--- src/rtl/parking_access_fsm.sv ---
// Multi-floor parking access controller: keypad ID entry, per-floor free-slot counters, admin reload.
// Optional backspace editing is built when PARK_BACKSPACE_EN is defined.
module parking_access_fsm #(
   parameter int unsigned NUM_FLOORS      = 2,
   parameter int unsigned SLOTS_PER_FLOOR = 9,
   parameter int unsigned ID_DIGITS       = 7,
   parameter int unsigned TICK_DIV        = 50000000,
   parameter int unsigned TIMEOUT_TICKS   = 4,
   parameter int unsigned HOLD_TICKS      = 2,
   parameter logic [31:0] ADMIN_CODE      = 32'h1234567,
   localparam int unsigned FW = (NUM_FLOORS > 1) ? $clog2(NUM_FLOORS) : 1
) (
   input  logic                   clk,
   input  logic                   reset,
   input  logic                   power,
   input  logic [FW-1:0]          flr,
   input  logic                   key_valid,
   input  logic [3:0]             key_code,
   input  logic                   key_esc,
   input  logic                   key_ctrla,
   input  logic                   key_bksp,
   output logic [4*ID_DIGITS-1:0] id,
   output logic [3:0]             digit_cnt,
   output logic [3:0]             lcd_state,
   output logic                   red_power_led,
   output logic                   red_wrong_led,
   output logic                   green_led,
   output logic [7:0]             free_sel,
   output logic [11:0]            free_total,
   output logic                   grant,
   output logic                   deny
);

   localparam int unsigned IdW      = 4 * ID_DIGITS;
   localparam int unsigned DivW     = (TICK_DIV > 1) ? $clog2(TICK_DIV) : 1;
   localparam int unsigned MaxTicks = (TIMEOUT_TICKS > HOLD_TICKS) ? TIMEOUT_TICKS : HOLD_TICKS;
   localparam int unsigned TickW    = (MaxTicks > 1) ? $clog2(MaxTicks + 1) : 1;

   localparam logic [DivW-1:0]  DivLast     = DivW'(TICK_DIV - 1);
   localparam logic [TickW-1:0] TimeoutLast = TickW'(TIMEOUT_TICKS - 1);
   localparam logic [TickW-1:0] HoldLast    = TickW'(HOLD_TICKS - 1);
   localparam logic [7:0]       SlotsFull   = 8'(SLOTS_PER_FLOOR);
   localparam logic [3:0]       DigitsFull  = 4'(ID_DIGITS);
   localparam logic [FW:0]      NumFloorsW  = (FW + 1)'(NUM_FLOORS);
   localparam logic [11:0]      TotalFull   = 12'(NUM_FLOORS * SLOTS_PER_FLOOR);
   localparam logic [IdW-1:0]   AdminId     = ADMIN_CODE[IdW-1:0];

   typedef enum logic [2:0] {
      StOff, StIdle, StEntry, StExit, StAdmin, StGrant, StDeny
   } state_e;

   state_e           state_q, state_d;
   logic [IdW-1:0]   id_q, id_d;
   logic [3:0]       dcnt_q, dcnt_d;
   logic [7:0]       cnt_q [NUM_FLOORS];
   logic [7:0]       cnt_d [NUM_FLOORS];
   logic [11:0]      total_q, total_d;
   logic [DivW-1:0]  div_q;
   logic [TickW-1:0] tick_cnt_q;
   logic             grant_q, deny_q;

   logic       tick, timer_clr, key_acc, flr_ok, is_digit, bksp_hit;
   logic [7:0] cur_cnt;

`ifdef PARK_BACKSPACE_EN
   assign bksp_hit = key_valid && key_bksp && !key_esc && !key_ctrla;
`else
   logic unused_bksp;
   assign unused_bksp = key_bksp;
   assign bksp_hit    = 1'b0;
`endif

   assign is_digit = key_valid && !key_esc && !key_ctrla && !bksp_hit && (key_code <= 4'd9);
   assign flr_ok   = {1'b0, flr} < NumFloorsW;
   assign cur_cnt  = flr_ok ? cnt_q[flr] : 8'd0;
   assign tick     = (div_q == DivLast);

   always_comb begin
      state_d = state_q;
      id_d    = id_q;
      dcnt_d  = dcnt_q;
      cnt_d   = cnt_q;
      key_acc = 1'b0;
      if (!power) begin
         state_d = StOff;
      end else begin
         unique case (state_q)
            StOff: state_d = StIdle;
            StIdle: begin
               if (key_valid && key_esc) begin
                  state_d = StExit;
                  key_acc = 1'b1;
               end else if (key_valid && key_ctrla) begin
                  state_d = StAdmin;
                  key_acc = 1'b1;
               end else if (is_digit) begin
                  state_d = StEntry;
                  id_d    = IdW'(key_code);
                  dcnt_d  = 4'd1;
                  key_acc = 1'b1;
               end
            end
            StEntry, StExit, StAdmin: begin
               if (dcnt_q == DigitsFull) begin
                  // Full ID: keys on this cycle are dropped in favour of evaluation.
                  state_d = StDeny;
                  if (flr_ok) begin
                     if (state_q == StEntry && cur_cnt != 8'd0) begin
                        cnt_d[flr] = cur_cnt - 8'd1;
                        state_d    = StGrant;
                     end else if (state_q == StExit && cur_cnt < SlotsFull) begin
                        cnt_d[flr] = cur_cnt + 8'd1;
                        state_d    = StGrant;
                     end else if (state_q == StAdmin && id_q == AdminId) begin
                        for (int i = 0; i < NUM_FLOORS; i++) cnt_d[i] = SlotsFull;
                        state_d = StGrant;
                     end
                  end
               end else if (key_valid && key_esc) begin
                  state_d = StIdle;
`ifdef PARK_BACKSPACE_EN
               end else if (bksp_hit) begin
                  if (dcnt_q != 4'd0) begin
                     id_d    = id_q >> 4;
                     dcnt_d  = dcnt_q - 4'd1;
                     key_acc = 1'b1;
                  end
`endif
               end else if (is_digit) begin
                  id_d    = (id_q << 4) | IdW'(key_code);
                  dcnt_d  = dcnt_q + 4'd1;
                  key_acc = 1'b1;
               end else if (tick && tick_cnt_q == TimeoutLast) begin
                  state_d = StIdle;
               end
            end
            StGrant, StDeny: begin
               if (tick && tick_cnt_q == HoldLast) state_d = StIdle;
            end
            default: state_d = StOff;
         endcase
      end
      // Every path back to OFF or IDLE abandons the ID being built.
      if (state_d == StOff || state_d == StIdle) begin
         id_d   = '0;
         dcnt_d = 4'd0;
      end
   end

   assign timer_clr = (state_d != state_q) || key_acc;

   always_comb begin
      total_d = 12'd0;
      for (int i = 0; i < NUM_FLOORS; i++) total_d = total_d + 12'(cnt_q[i]);
   end

   always_ff @(posedge clk) begin
      if (!reset) begin
         state_q    <= StOff;
         id_q       <= '0;
         dcnt_q     <= 4'd0;
         for (int i = 0; i < NUM_FLOORS; i++) cnt_q[i] <= SlotsFull;
         total_q    <= TotalFull;
         div_q      <= '0;
         tick_cnt_q <= '0;
         grant_q    <= 1'b0;
         deny_q     <= 1'b0;
      end else begin
         state_q <= state_d;
         id_q    <= id_d;
         dcnt_q  <= dcnt_d;
         cnt_q   <= cnt_d;
         total_q <= total_d;
         grant_q <= (state_d == StGrant) && (state_q != StGrant);
         deny_q  <= (state_d == StDeny) && (state_q != StDeny);
         if (timer_clr) begin
            div_q      <= '0;
            tick_cnt_q <= '0;
         end else if (tick) begin
            div_q      <= '0;
            tick_cnt_q <= tick_cnt_q + 1'b1;
         end else begin
            div_q <= div_q + 1'b1;
         end
      end
   end

   always_comb begin
      lcd_state     = 4'd15;
      red_power_led = 1'b0;
      red_wrong_led = 1'b1;
      green_led     = 1'b0;
      unique case (state_q)
         StOff: ;
         StIdle: begin
            lcd_state = 4'd0;
            {red_power_led, red_wrong_led, green_led} = 3'b100;
         end
         StEntry: begin
            lcd_state = 4'd0;
            {red_power_led, red_wrong_led, green_led} = 3'b101;
         end
         StExit: begin
            lcd_state = 4'd3;
            {red_power_led, red_wrong_led, green_led} = 3'b101;
         end
         StAdmin: begin
            lcd_state = 4'd4;
            {red_power_led, red_wrong_led, green_led} = 3'b110;
         end
         StGrant: begin
            lcd_state = 4'd1;
            {red_power_led, red_wrong_led, green_led} = 3'b101;
         end
         StDeny: begin
            lcd_state = 4'd2;
            {red_power_led, red_wrong_led, green_led} = 3'b110;
         end
         default: ;
      endcase
   end

   assign id         = id_q;
   assign digit_cnt  = dcnt_q;
   assign free_sel   = cur_cnt;
   assign free_total = total_q;
   assign grant      = grant_q;
   assign deny       = deny_q;

endmodule

--- config.mk ---
export PLATFORM = sky130hd
export DESIGN_NAME = parking_access_fsm
export DESIGN_NICKNAME = d
export VERILOG_FILES = /design/src/rtl/parking_access_fsm.sv
export SDC_FILE = /design/constraint.sdc
export NUM_CORES = 1
export LEC_CHECK = 0
export BUFFER_PORTS_ARGS = -buffer_cell sky130_fd_sc_hd__buf_2
export CAP_MARGIN = 40
export CORE_UTILIZATION = 53
export DETAILED_ROUTE_END_ITERATION = 7
export PLACE_DENSITY = 0.75
export SLEW_MARGIN = 40
export SYNTH_ARGS = -nofsm -noshare
export SYNTH_HDL_FRONTEND = slang
export SYNTH_SLANG_ARGS = --single-unit
--- constraint.sdc ---
create_clock -name clk -period 6.8 [get_ports clk]
set_input_delay 1.36 -clock clk [delete_from_list [all_inputs] [get_ports clk]]
set_output_delay 1.36 -clock clk [all_outputs]
set_load 0.02 [all_outputs]
==> run metrics, run 1 <==
root buffer cell=clkbuf_8; Leak Pwr=2.22 nW; CP arrival=4.72 ns; post-route ant nets=0; Clock Sinks=between 90 and 100; Initial DRC Count=223; Max FO, Critical Path=26; Area Overhead vs Synth=12.4%; die width=99.8 µm; clk_lat worst skew=0.36 ns; # rows=35; gpl congestion=0.922; critical path type=in -> reg; Starting Density=0.549; Filler Cell Count=about 830; largest net degree at the start of global routing=58; WL/cell=15.3 µm; nets@finish=between 600 and 700; status=finished clean; Post-Syn Area=5070 µm²; register bit total from synthesis=91; final WL=12.0 mm; Via density=roughly 5.9; port bufs=68; Syn Inst Count=roughly 600; Flop pwr share=0.517; CTS tree=done; Main synth FF type=dfxtp_1; postcts setup bufs=0; DIE AREA=9960 µm²; first-pass GRT wire length=20.0 mm; DRC viols=0; unrepaired setup endpoints after global routing=no; placed cells=770; TritonCTS Buffers=9; # hold bufs at CTS=0; Hold WS=0.490 ns; Max Cap Viol=0; Synth async-reset ratio=0; fmax=approximately 220 MHz; number of flops mapped to enable cells by yosys=0; Critical Path End Type=flop; Peak VDD IR=0.000123 V; fin crit share=0.654; YS warnings=0; Vias=between 4000 and 5000; NetSw=0.237 mW; buffer depth of the longest clock path=2; First-pass DRT Iterations=5; critical path launch point type=input pin; ANT cells=0; Final Hold Fails=0; number of global-route vias before repair=4247; IO Pins=73; GRT Total Usage=0.246; CTS H-tree lvls=3; detailed-placement wirelength estimate=8.44 mm; worst min path class=reg -> reg; fin cells=785; worst path required time=7.07 ns; Yosys cell types=64; final setup vio count=0; Max Slew Vio Count=0; Vert. Die Dim=99.8 µm; sequential area share after synthesis=0.359; Slew headroom=0.480; internal power=approximately 0.80 mW; clock network power share=0.431; grt total ovfl=0; Sum Neg Setup Slack=0 ns; Tightest Pin Transition=about 0.78 ns; layout cells sized above 1=0.172; core area=a little over 9000 µm²; Clk pin slew, worst setup/hold paths=0.09 ns; Resized cells post-CTS=0; initial antenna violation count=0; pwr dens=183 nW/µm²; clock skew=0.0113 ns; Post-Syn Area per Cell=around 8.4 µm²; Comb power frac=0.052; fin crit period=between 4 and 5 ns; sw frac=0.227
-- per-layer routing --
| layer | up-vias | global-route usage | share of wire |
|---|---|---|---|
| met5 | - | 0 | 0 |
| li1 | 2260 | - | - |
| met3 | 18 | 0.0432 | 0.052 |
| met2 | 161 | 0.405 | 0.46 |
| met4 | 0 | 0.0747 | 0.017 |
| met1 | 2209 | 0.329 | 0.47 |
-- critical path: stages --
cell,delay [ns]
buf_2,0.40
mux2i_1,0.41
ha_1,0.32
o21ai_1,0.20
o211a_1,0.36
nor3_1,0.43
or3_1,0.19
nand4_1,0.43
buf_4,0.36
nor4_1,0.26
-- power groups by stage --
stage	combinational (mW)	clock (mW)	sequential, mW
floorplan	0.0428	0	0.547
global placement	0.0503	0	0.550
detailed placement	0.0532	0	0.550
CTS	0.0534	0.451	0.537
global route	0.0587	0.474	0.538
finish	0.0539	0.449	0.538
-- metrics by stage --
step | setup WS [ns] | power [mW] | util | instance area [µm²]
final | 2.35 | 1.04 | 0.617 | 5700
after global routing | 2.06 | 1.07 | 0.617 | 5700
after CTS | 2.37 | 1.04 | 0.617 | 5700
after detailed placement | 2.04 | 0.603 | 0.591 | 5460
after global placement | 1.52 | 0.600 | 0.587 | 5430
after floorplan | 2.91 | 0.590 | - | 5080
-- final cells by class --
type,count,area (µm²),share of cell area
clock buffer,11,141,0.0248
clock inverter,4,98.8,0.0173
inverter,21,78.8,0.0138
multi-input combinational,454,3000,0.527
sequential,91,1820,0.320
tap,129,161,0.0283
timing repair buffer,75,394,0.0692
-- registers in the layout, summed over array words and instances (netlist names) --
signal,flops
digit_cnt,4
deny,1
id,28
state_q,3
tick_cnt_q,3
cnt_q,16
div_q,26
grant,1
free_total,9
-- placed cells by master (no fill, tap or decap), types with 5 or more instances in the layout --
cell type | netlist | final
dfxtp_1 | 91 | 91
buf_2 | 11 | 69
nor2_1 | 68 | 68
nor2b_1 | 34 | 34
nand2_1 | 32 | 32
nand3_1 | 25 | 25
o21ai_0 | 26 | 25
a31oi_1 | 25 | 25
xnor2_1 | 24 | 24
inv_1 | 21 | 21
nor4_1 | 20 | 20
a21oi_1 | 18 | 18
nor3_1 | 15 | 15
ha_1 | 15 | 15
xor2_1 | 13 | 13
mux2i_1 | 12 | 12
nor3_2 | 10 | 10
clkbuf_8 | 0 | 10
nand4_1 | 9 | 9
or3_1 | 8 | 8
and2_1 | 6 | 6
nand2b_1 | 6 | 6
and4_1 | 6 | 6
mux2_2 | 5 | 5
nand3b_1 | 5 | 5
nor3b_1 | 6 | 5
nor4b_1 | 5 | 5
buf_4 | 5 | 5
-- worst paths after layout --
check,start,to,slack (ns),cells after the start
min reg2reg,div_q[0],div_q[0],0.49,1
max,flr,div_q[15],2.35,10
max reg2reg,div_q[8],div_q[15],3.41,8
min,div_q[0],div_q[0],0.49,1
-- synthesized netlist by cell type, drive strengths merged, types with 2 or more instances --
| cell | number | area, µm² |
|---|---|---|
| a2111oi | 4 | 47.6 |
| a211oi | 3 | 22.5 |
| a21o | 4 | 30.0 |
| a21oi | 19 | 98.9 |
| a22oi | 3 | 22.5 |
| a31oi | 25 | 156 |
| and2 | 6 | 37.5 |
| and3 | 2 | 12.5 |
| and4 | 6 | 52.6 |
| and4b | 2 | 20.0 |
| buf | 18 | 119 |
| clkbuf | 20 | 75.1 |
| dfxtp | 91 | 1820 |
| ha | 15 | 188 |
| inv | 21 | 78.8 |
| mux2 | 5 | 56.3 |
| mux2i | 12 | 120 |
| nand2 | 32 | 120 |
| nand2b | 6 | 37.5 |
| nand3 | 25 | 125 |
| nand3b | 5 | 37.5 |
| nand4 | 9 | 56.3 |
| nor2 | 68 | 255 |
| nor2b | 34 | 213 |
| nor3 | 25 | 175 |
| nor3b | 6 | 45.0 |
| nor4 | 21 | 146 |
| nor4b | 5 | 43.8 |
| nor4bb | 3 | 30.0 |
| o2111ai | 2 | 17.5 |
| o211a | 2 | 20.0 |
| o211ai | 4 | 30.0 |
| o21ai | 30 | 150 |
| o22ai | 2 | 12.5 |
| o32a | 2 | 20.0 |
| or3 | 8 | 50.1 |
| or4 | 4 | 33.8 |
| xnor2 | 24 | 210 |
| xor2 | 13 | 114 |
-- kinds of logic (layout without fill, tap and decap cells) --
| logic type | count (synthesis) | in the layout | synth area share |
|---|---|---|---|
| other | 1 | 3 | 0.000740 |
| muxes | 17 | 17 | 0.0348 |
| AOI/OAI and AO/OA | 110 | 110 | 0.145 |
| xor gates and xnor gates | 37 | 37 | 0.0639 |
| and+or+nand+nor | 271 | 271 | 0.301 |
| adders and majority gates | 16 | 16 | 0.0410 |
| DFF | 91 | 91 | 0.359 |
| buffers and inverters | 59 | 111 | 0.0538 |
Note: power is estimated with default switching activity, not from simulation.
==> run 2, diff against run 1 <==
Settings changed: ABC_AREA set to 1, CORE_UTILIZATION 53 to 52, PLACE_DENSITY 0.75 to 0.76.
Clock period 6.8 ns to 3.75 ns, I/O delays scaled along.
==> run metrics, run 2 <==
Yosys cell types=42 (-34%); Initial DRC Count=271 (+22%); Final Hold Fails=0 (unchanged); most frequent CP cell=inv_2; First-pass DRT Iterations=5 (unchanged); unrepaired setup endpoints after global routing=no; CTS tree=done; Via density=5.11 (-14%); max reg flops=28 (unchanged); slowest library cell on the worst path=buf_2; Peak VDD IR=0.000161 V (+31%); commonest cells in the synthesized netlist=nand2_1 (122), nor2_1 (101), dfxtp_1 (91); Post-Place Cell Area=5480 µm² (+0.39%); fin crit share=0.776; Max Cap Viol=0 (unchanged); Post-Syn Area per Cell=7.40 µm² (-12%); Max Slew Vio Count=0 (unchanged); gpl congestion=0.897 (-2.7%); Vias=4513 (-2.9%); postcts setup bufs=0 (unchanged); buffer depth of the longest clock path=2 (unchanged); layout cells sized above 1=0.198 (+0.0254); cell taking the most area after synthesis=dfxtp_1; worst path required time=4.02 ns (-3.05 ns); Area Overhead vs Synth=12.1%; Synth async-reset ratio=0 (unchanged); grt total ovfl=0 (unchanged); Resized cells post-CTS=0 (unchanged); initial antenna violation count=0 (unchanged); nets@finish=777 (+14%); WL/cell=12.4 µm (-19%); root buffer cell=clkbuf_8; register bit total from synthesis=91 (unchanged); DIE AREA=10100 µm² (+1.7%); Max FO, Critical Path=22 (-15%); DRC viols=0 (unchanged); port bufs=68 (unchanged); fin crit period=roughly 2.9 ns; Critical Path End Type=flop; first-pass GRT wire length=18.9 mm (-5.6%); Worst Setup Slack post-DPL=0.478 ns (-1.56 ns); TritonCTS Buffers=9 (unchanged); GRT Total Usage=0.232 (-0.0140); final setup vio count=0 (unchanged); critical path type=in -> reg; Power, Total=1.76 mW (+70%); Syn Inst Count=684 (+14%); design area=5680 µm² (-0.42%); Clk pin slew, worst setup/hold paths=0.10 ns (about the same); Post-Syn Area=5060 µm² (-0.15%); critical path launch point type=input pin; most common cell after layout, fill and taps aside=nand2_1; number of global-route vias before repair=4183 (-1.5%); die width=101 µm (+0.86%); worst min path class=reg -> reg; synth top area cells=dfxtp_1 (36%), nand2_1 (9.0%), nor2_1 (7.5%); leading cell types in the layout, fill and taps excluded=nand2_1 (122), nor2_1 (101), dfxtp_1 (91); pwr dens=311 nW/µm² (+70%); reg-to-reg setup timing slack=1.25 ns (-2.16 ns); fmax=344 MHz; Hold WS=0.479 ns (-0.0106 ns); Filler Cell Count=855 (+2.5%); CTS H-tree lvls=3 (unchanged); Max stage delay on crit path=0.34 ns (-0.09 ns); YS warnings=0 (unchanged); post-route ant nets=0 (unchanged); Main synth FF type=dfxtp_1; core area=9330 µm² (+0.95%); ANT cells=0 (unchanged); final WL=11.0 mm (-8.8%); CP top delay family=simple AND/OR/NAND/NOR gates; Clock Sinks=91 (unchanged); crit path cell chain=buf_2, inv_2, nand2_1, nand2_1, inv_1, ha_1, nand3_2, nor2_4, nand3_2, nand2_4, inv_2, nor2_4, inv_2, nand2_1, inv_1, nor2_4, inv_2, a21oi_1, nor2_1; Synth top area share=0.360 (+0.000533); most numerous cell in the Yosys netlist=nand2_1; Leak Pwr=2.39 nW (+8.0%); CP arrival=3.17 ns (-1.55 ns); clk_lat worst skew=0.36 ns (about the same); WP buf/inv=7 (+5); # hold bufs at CTS=0 (unchanged); clock skew=0.0184 ns (+0.00704 ns); worst setup margin=0.841 ns (-1.51 ns); Vert. Die Dim=101 µm (+0.86%); status=finished clean; IO Pins=73 (unchanged); Starting Density=0.543 (-0.00596); number of flops mapped to enable cells by yosys=0 (unchanged); Sum Neg Setup Slack=0 ns (unchanged); # rows=35 (unchanged); largest net degree at the start of global routing=36 (-38%); detailed-placement wirelength estimate=8.06 mm (-4.5%); sequential area share after synthesis=0.360 (+0.000533)
[run 2: layout make-up]
| type | count | area, µm² | share of cell area |
|---|---|---|---|
| clock buffer | 9 | 124 | 0.0218 |
| inverter | 96 | 360 | 0.0635 |
| sequential | 91 | 1820 | 0.321 |
| clock inverter | 7 | 71.3 | 0.0126 |
| timing repair buffer | 72 | 383 | 0.0675 |
| tap | 129 | 161 | 0.0284 |
| multi-input combinational | 479 | 2750 | 0.485 |
[run 2: per-stage QoR]
stage / std cells / utilization
after CTS: 883 / 0.608
final: 883 / 0.608
after global placement: 867 / 0.588
after detailed placement: 867 / 0.588
after floorplan: 686 / -
after global routing: 883 / 0.608
[run 2: routing by layer]
metal	global-route usage	share of wire
met1	0.313	0.47
met4	0.0825	0.016
met5	0	0
met2	0.368	0.45
met3	0.0492	0.068
[run 2: final timing paths]
path / startpoint / to / cells past startpoint
setup / recovery: flr / cnt_q[15] / 19
hold / removal: div_q[0] / div_q[0] / 1
setup reg to reg: cnt_q[1] / cnt_q[15] / 17
hold reg to reg: div_q[0] / div_q[0] / 1
[run 2: kinds of logic (layout without fill, tap and decap cells)]
group | after synthesis | after routing | synth area share
other | 1 | 3 | 0.000741
AO/OA/AOI/OAI | 87 | 87 | 0.103
multiplexers | 2 | 2 | 0.00445
AND/OR/NAND/NOR | 335 | 335 | 0.331
XOR/XNOR | 36 | 36 | 0.0623
adder cells (fa/ha/maj) | 16 | 16 | 0.0410
flip-flops | 91 | 91 | 0.360
buffers and inverters | 116 | 184 | 0.0976
[run 2: where the power goes]
part / total [mW] / switching, mW / internal, mW / leakage (nW)
Sequential: 0.973 / 0.00417 / 0.969 / 0.733
Combinational: 0.140 / 0.101 / 0.0388 / 1.56
Clock: 0.652 / 0.392 / 0.260 / 0.0991
==> run 3, diff against run 2 <==
Settings changed: CORE_UTILIZATION 52 to 53, PLACE_DENSITY 0.76 to 0.75.
Clock period 3.75 ns to 2.79 ns, I/O delays scaled along.
==> run metrics, run 3 (same netlist as run 2, synthesis figures left out) <==
status=finished clean; buffer depth of the longest clock path=2 (unchanged); fin crit period=2.43 ns; critical path type=reg -> reg; WL/cell=12.4 µm (about the same); final WL=11.1 mm (+1.1%); Area Overhead vs Synth=13.9%; CTS H-tree lvls=3 (unchanged); detailed-placement wirelength estimate=8.24 mm (+2.3%); gpl congestion=0.928 (+3.5%); fin cells=892 (+1.0%); placed cells=876 (+1.0%); Max Cap Viol=0 (unchanged); Vias=4565 (+1.2%); worst path required time=3.10 ns (-0.92 ns); Worst Setup Slack post-DPL=0.0120 ns (-0.466 ns); DIE AREA=9950 µm² (-1.8%); core area=9240 µm² (-0.94%); first-pass GRT wire length=18.7 mm (-0.66%); critical path launch point type=flop; pwr dens=413 nW/µm² (+33%); fin crit share=0.871; Sum Neg Setup Slack=0 ns (unchanged); worst min path class=in -> reg; First-pass DRT Iterations=5 (unchanged); final setup vio count=0 (unchanged); Final Hold Fails=0 (unchanged); number of global-route vias before repair=4248 (+1.6%); CP arrival=2.74 ns (-0.43 ns); Clock Sinks=91 (unchanged); post-route ant nets=0 (unchanged); Initial DRC Count=279 (+3.0%); die width=99.7 µm (-0.93%); Max stage delay on crit path=0.34 ns (about the same); Peak VDD IR=0.000311 V (+93%); postcts setup bufs=0 (unchanged); Critical Path End Type=flop; multi-input logic area=2750 µm² (unchanged); WP buf/inv=2 (-5); layout cells sized above 1=0.206 (+0.00815); Filler Cell Count=833 (-2.6%); Reg area=1820 µm² (unchanged); crit path cell chain=inv_1, nand2_1, o21ai_0, ha_1, nand3_2, a21oi_1, nand2_1, nand4_2, nand2_1, nand2_2, nand2_2, nand2_1, nand2_2, nor2_4, nand3_4, buf_12, nor2_4; unrepaired setup endpoints after global routing=no; Max FO, Critical Path=10 (-55%); post-layout util=0.624 (+0.0157); leading cell types in the layout, fill and taps excluded=nand2_1 (122), nor2_1 (101), dfxtp_1 (91); Vert. Die Dim=99.7 µm (-0.93%); initial antenna violation count=0 (unchanged); clock skew=0.0182 ns (-0.000168 ns); # rows=35 (unchanged); nets@finish=786 (+1.2%); worst setup margin=0.359 ns (-0.482 ns); Tightest Pin Transition=0.498 ns; slowest library cell on the worst path=dfxtp_1; Slew headroom=0.666; CP top delay family=simple AND/OR/NAND/NOR gates; most frequent CP cell=nand2_1; IO Pins=73 (unchanged); DRC viols=0 (unchanged); Resized cells post-CTS=0 (unchanged); Via density=5.12 (+0.13%); port bufs=68 (unchanged); Starting Density=0.548 (+0.00514); largest net degree at the start of global routing=35 (-2.8%); grt total ovfl=0 (unchanged); max reg flops=28 (unchanged); Max Slew Vio Count=0 (unchanged); # hold bufs at CTS=0 (unchanged); Leak Pwr=2.44 nW (+2.1%); Clk pin slew, worst setup/hold paths=0.11 ns (about the same); Power, Total=2.38 mW (+35%); GRT Total Usage=0.233 (+0.00105); most common cell after layout, fill and taps aside=nand2_1; root buffer cell=clkbuf_8; TritonCTS Buffers=9 (unchanged); ANT cells=0 (unchanged); clk_lat worst skew=0.37 ns (about the same); fmax=411 MHz; CTS tree=done
[run 3: cell types whose count changed in the layout (fill, tap and decap cells not counted)]
cell and delta:
buf_4 +7, buf_12 +2, clkinv_4 -1, clkinvlp_4 +1, inv_1 +1, inv_2 -1
[run 3: layout make-up]
cell class / count / area share
multi-input combinational: 479 / 0.478
sequential: 91 / 0.316
timing repair buffer: 81 / 0.0824
inverter: 96 / 0.0625
tap: 129 / 0.0280
clock buffer: 9 / 0.0215
clock inverter: 7 / 0.0122
[run 3: power by group]
group          internal, mW  switching [mW]
registers              1.30         0.00583
logic                0.0633           0.139
clock network         0.347           0.525
[run 3: through the flow]
stage	hold slack, ns	instance area, µm²
2_1_floorplan	0.443	5070
3_3_place_gp	0.453	5570
3_5_place_dp	0.466	5570
4_1_cts	0.439	5770
5_1_grt	0.461	5770
6_report	0.443	5770
[run 3: per-layer routing]
layer  global-route usage  vias up  share of wire
li1                     -     2336              -
met1                0.304     2076           0.47
met2                0.376      137           0.45
met3               0.0527       16          0.063
met4               0.0882        0          0.019
met5                    0        -              0
[run 3: worst paths after layout]
path / slack (ns) / endpoint / start / cells past startpoint
max: 0.36 / div_q[14] / cnt_q[1] / 17
min: 0.44 / id[0] / key_code[0] / 3
min reg2reg: 0.49 / div_q[0] / div_q[0] / 1
max reg2reg: 0.36 / div_q[14] / cnt_q[1] / 17
[run 3: tightest hold or removal path, stage by stage]
cell	delay [ns]
buf_2	0.09
nand2_1	0.05
a21oi_1	0.06
